===== src/rtl/dev_bus_arbiter.sv =====
// Two-master round-robin arbiter for the devctrl bus, holding each grant for one
// transaction and aborting transactions the device never finishes.
module dev_bus_arbiter #(
  parameter int unsigned TIMEOUT_CYCLES = 4096,
  parameter logic [31:0] TIMEOUT_DATA   = 32'hDEADBEEF,
  parameter int unsigned CNT_W          = 13
) (
  input  logic        clk,
  input  logic        rst,
  input  logic        m0Enable_i,
  input  logic        m0Write_i,
  input  logic [31:0] m0Addr_i,
  input  logic [31:0] m0DataSave_i,
  input  logic [3:0]  m0ByteSelect_i,
  output logic        m0Busy_o,
  output logic [31:0] m0DataLoad_o,
  input  logic        m1Enable_i,
  input  logic        m1Write_i,
  input  logic [31:0] m1Addr_i,
  input  logic [31:0] m1DataSave_i,
  input  logic [3:0]  m1ByteSelect_i,
  output logic        m1Busy_o,
  output logic [31:0] m1DataLoad_o,
  output logic        devEnable_o,
  output logic        devWrite_o,
  output logic [31:0] devPhysicalAddr_o,
  output logic [31:0] devDataSave_o,
  output logic [3:0]  devByteSelect_o,
  input  logic        devBusy_i,
  input  logic [31:0] devDataLoad_i,
  output logic [1:0]  grant_o,
  output logic        timeout_o
);

  localparam logic [1:0] IDLE = 2'd0;
  localparam logic [1:0] GNT0 = 2'd1;
  localparam logic [1:0] GNT1 = 2'd2;

  localparam logic             WD_ON   = (TIMEOUT_CYCLES != 0);
  localparam logic [CNT_W-1:0] WD_LAST = WD_ON ? CNT_W'(TIMEOUT_CYCLES - 1) : '0;

  logic [1:0]       state;
  logic [1:0]       state_next;
  logic             last_grant;
  logic [CNT_W-1:0] wd_count;

  logic        granted;
  logic        sel_m1;
  logic        sel_enable;
  logic        done;
  logic        abort;
  logic [31:0] load_value;

  assign granted = (state == GNT0) || (state == GNT1);
  assign sel_m1  = (state == GNT1);
  assign sel_enable = sel_m1 ? m1Enable_i : m0Enable_i;

  always_comb begin
    devEnable_o       = 1'b0;
    devWrite_o        = 1'b0;
    devPhysicalAddr_o = '0;
    devDataSave_o     = '0;
    devByteSelect_o   = '0;
    if (granted) begin
      devEnable_o       = sel_enable;
      devWrite_o        = sel_m1 ? m1Write_i      : m0Write_i;
      devPhysicalAddr_o = sel_m1 ? m1Addr_i       : m0Addr_i;
      devDataSave_o     = sel_m1 ? m1DataSave_i   : m0DataSave_i;
      devByteSelect_o   = sel_m1 ? m1ByteSelect_i : m0ByteSelect_i;
    end
  end

  // The watchdog only fires on a cycle that would otherwise be another stall.
  assign done       = devEnable_o && !devBusy_i;
  assign abort      = WD_ON && devEnable_o && devBusy_i && (wd_count == WD_LAST);
  assign timeout_o  = abort;
  assign load_value = abort ? TIMEOUT_DATA : devDataLoad_i;

  assign m0Busy_o     = m0Enable_i && !((state == GNT0) && (done || abort));
  assign m1Busy_o     = m1Enable_i && !((state == GNT1) && (done || abort));
  assign m0DataLoad_o = (state == GNT0) ? load_value : 32'h0;
  assign m1DataLoad_o = (state == GNT1) ? load_value : 32'h0;

  always_comb begin
    state_next = state;
    case (state)
      IDLE: begin
        if (m0Enable_i && m1Enable_i) state_next = last_grant ? GNT0 : GNT1;
        else if (m0Enable_i)          state_next = GNT0;
        else if (m1Enable_i)          state_next = GNT1;
        else                          state_next = IDLE;
      end
      GNT0, GNT1: begin
        if (!sel_enable || done || abort) state_next = IDLE;
      end
      default: state_next = IDLE;
    endcase
  end

  // lastGrant starts at 1 so master 0 wins the first tie after reset.
  always_ff @(posedge clk or posedge rst) begin
    if (rst) begin
      state      <= IDLE;
      last_grant <= 1'b1;
      wd_count   <= '0;
      grant_o    <= 2'b00;
    end else begin
      state   <= state_next;
      grant_o <= {state_next == GNT1, state_next == GNT0};
      if (done || abort) last_grant <= sel_m1;
      if (devEnable_o && devBusy_i && !abort) wd_count <= wd_count + 1'b1;
      else                                    wd_count <= '0;
    end
  end

endmodule


===== config.mk =====
export PLATFORM = sky130hd
export DESIGN_NAME = dev_bus_arbiter
export DESIGN_NICKNAME = d
export VERILOG_FILES = /design/src/rtl/dev_bus_arbiter.sv
export SDC_FILE = /design/constraint.sdc
export NUM_CORES = 1
export LEC_CHECK = 0
export CORE_AREA = 10 10 115 117
export DETAILED_ROUTE_END_ITERATION = 8
export DIE_AREA = 0 0 125 127
export GPL_TIMING_DRIVEN = 0
export HOLD_SLACK_MARGIN = 0.1
export PLACE_DENSITY = 0.73
export SYNTH_ARGS = -nofsm -noshare
export SYNTH_HDL_FRONTEND = slang
export SYNTH_SLANG_ARGS = --single-unit

===== constraint.sdc =====
create_clock -name clk -period 2.5 [get_ports clk]
set_input_delay 0.5 -clock clk [delete_from_list [all_inputs] [get_ports clk]]
set_output_delay 0.5 -clock clk [all_outputs]
set_load 0.02 [all_outputs]

==> flow_summary_export.csv <==
group,metric,value,unit
run_status,run_status,"finished, violations left",
run_status,violations,"setup timing",
synth,ys_types,32,
die,die_y,127,um
synth,syn_area,2660,sq um
clock_tree,clk_pin_slew_worst_paths,50,ps
clock_tree,cts_max_path_buffers,2,
setup_path,critPathLaunchType,"register",
clock_tree,cts_tree,"yes",
grt,grt_remaining_overflow,0,
grt,track_usage,19.9,%
die,core,11100,sq um
setup_path,path_class,"register to primary output",
synth,syn_area_per_cell,8.20,sq um
timing,hold_violations,0,
routing,drtIter0Drc,155,
grt,antenna_found_initial,4,
synth,synth_seq_cells,18,
die,start_util,23.9,%
clock_tree,h-tree-depth,1,
timing,finalSetupViolations,64,
clock_tree,cts_buffers,3,
synth,ys_warn_count,0,
timing,rsz0062_at_grt,"yes",
routing,vias_per_cell,4.66,
setup_path,cp_max_fo,7,
cells_and_area,nFillCells,1032,
setup_path,path_cells,"ha_4, nand4_4, or4_4, nor2_4, buf_6, clkbuf_16, o21a_1, buf_6",
timing,maxSlewHeadroom,52.2,%
cells_and_area,mostFrequentLayoutCells,"176 x clkdlybuf4s50_1, 72 x buf_6, 69 x nor2b_1",
synth,synth_nets,505,
die,die_area,15900,sq um
power,peakVddDrop,0.000492,V
grt,grt_pass1_wl,25.5,mm
cells_and_area,drive_gt1_share,28.0,%
grt,grt_max_degree,19,
die,core.rowCount,39,
timing,timing.fmax,366,MHz
synth,postSynthCellCount,325,
die,io_pins,314,
clock_tree,cts_hold_buf,0,
grt,grt_pass1_vias,4145,
setup_path,critPathMaxStageDelay,550,ps
setup_path,cpMostUsedCell,"buf_6",
routing,routed_wl,17.5,mm
routing,wire_per_inst,21.7,um
placed_design,placed_cells,781,
timing,period_share,109,%
setup_path,cp.required,2000,ps
timing,fin_ws,-235,ps
synth,ys_seq_area_share,17.0,%
timing,layout_min_cycle_time,2740,ps
die,die_width,125,um
clock_tree,cts.sinks,18,
cells_and_area,final_cells,805,
placed_design,portBuffers,313,
cells_and_area,utilization,56.3,%
cells_and_area,final_common_cell,"clkdlybuf4s50_1",
hold_path,min_path_type,"register to register",
setup_path,endpoint_kind,"primary output",
setup_path,crit_path_top_delay_cell,"or4_4",
timing,finClkSkew,1.62,ps
clock_tree,clkLatencyLatePin,250,ps
placed_design,hpwl,14.9,mm
cells_and_area,area_growth,135,%
power,p_leak,2.74,nW
setup_path,arrival,2240,ps
routing,vias,3754,
power,power_density,941,nW/um^2
flow_run,maxCapViolations,0,
routing,drtPass1Iterations,4,
cells_and_area,final_nets,839,
routing,ant_nets,0,
timing,maxSlewViolCount,0,
routing,drcViolationCount,0,
clock_tree,cts_root_buf,"clkbuf_16",
timing,tightestPinTransition,716,ps
placed_design,gp_congestion,0.860,
-- path summary, 6_finish.rpt --
kind,cells past startpoint,to,startpoint,slack (ps)
worst max-delay path,8,m1DataLoad_o[19],wd_count[0],-240
worst min-delay path,2,wd_count[7],wd_count[7],550
worst max register to register,6,grant_o[1],wd_count[0],500
worst min register to register,2,wd_count[7],wd_count[7],550
max in group asynchronous,2,wd_count[5],rst,1380
min in group asynchronous,2,grant_o[0],rst,670
-- through the flow --
| step | TNS, ps | total power, mW | instance area [sq um] | hold WS, ps | worst slack [ps] |
|---|---|---|---|---|---|
| after detailed placement | -95230 | 5.72 | 5980 | 507 | -907 |
| after global placement | -87320 | 5.69 | 5980 | 475 | -832 |
| final | -10790 | 5.89 | 6260 | 548 | -235 |
| after floorplan | 0 | 3.20 | 2660 | 438 | 42.8 |
| after CTS | -12650 | 6.01 | 6280 | 552 | -274 |
| after global routing | -15170 | 6.27 | 6260 | 583 | -312 |
-- layout make-up --
class	count	area, sq um	area share, %
Buffer	27	251	4.02
Timing Repair Buffer	332	3110	49.7
Tap cell	143	179	2.86
Antenna cell	4	10.0	0.160
Sequential cell	18	452	7.22
Clock buffer	4	88.8	1.42
Multi-Input combinational cell	271	2150	34.3
Inverter	6	22.5	0.360
-- critical path: cells and delay by family (launching register included) --
family	cells	cell delay, ps
flops	1	400
buf+inv	3	450
simple gates	3	820
compound gates	1	140
fa+ha+maj	1	170
-- timing repair --
| item | in CTS | in global routing |
|---|---|---|
| pin swaps | 5 | 6 |
| buffers inserted | 7 | 8 |
| resized for setup | 524 | 128 |
| cloned | 4 | 1 |
| hold endpoints to repair | 0 | 0 |
| endpoints found under the setup margin | 137 | 121 |
-- where the power goes --
group          switching [mW]  internal [mW]
logic                    2.83           2.35
registers              0.0338          0.334
clock network           0.107          0.243
-- synthesized netlist by cell type --
| cell | number | share of area [%] |
|---|---|---|
| mux2i_1 | 69 | 26 |
| nor2b_1 | 69 | 16 |
| o21a_1 | 48 | 14 |
| and3_1 | 19 | 4.5 |
| clkbuf_1 | 19 | 2.7 |
| dfrtp_1 | 17 | 16 |
| nor2_1 | 16 | 2.3 |
| xnor2_1 | 8 | 2.6 |
| buf_2 | 6 | 1.1 |
| inv_1 | 6 | 0.85 |
| nand2_1 | 6 | 0.85 |
| nand3_1 | 6 | 1.1 |
| ha_1 | 5 | 2.3 |
| buf_6 | 4 | 1.7 |
| a31oi_1 | 3 | 0.70 |
| nor3_1 | 3 | 0.56 |
| a21boi_0 | 2 | 0.56 |
| mux2_2 | 2 | 0.85 |
| nor3b_1 | 2 | 0.56 |
| nor4_1 | 2 | 0.47 |
| xor2_1 | 2 | 0.66 |
| a21oi_1 | 1 | 0.19 |
| and2_1 | 1 | 0.24 |
| buf_4 | 1 | 0.28 |
| dfstp_2 | 1 | 0.99 |
| nand4_1 | 1 | 0.24 |
| nand4_2 | 1 | 0.47 |
| nor2_2 | 1 | 0.24 |
| o211a_1 | 1 | 0.38 |
| or2_4 | 1 | 0.33 |
| or3_1 | 1 | 0.24 |
| or4_4 | 1 | 0.42 |
-- cells by family after synthesis --
kind of cell	share of synthesized area [%]
and+or+nand+nor	28.7
DFF	17.0
muxes	26.8
buffers and inverters	6.62
adders and majority gates	2.35
xor gates and xnor gates	3.29
AOI/OAI and AO/OA	15.4
-- per-layer routing --
metal | vias up | track usage (%) | share of wire, %
met4 | 0 | 4.95 | 1.5
met2 | 216 | 36.8 | 52
li1 | 1795 | - | -
met3 | 12 | 8.15 | 11
met5 | - | 0 | 0
met1 | 1731 | 20.5 | 35
-- state kept, by name, indices dropped and copies added, names as in the netlist --
signal and flops:
wd_count 13, grant_o 2, state 2, last_grant 1
No activity file was read; power rests on OpenSTA's default activity.
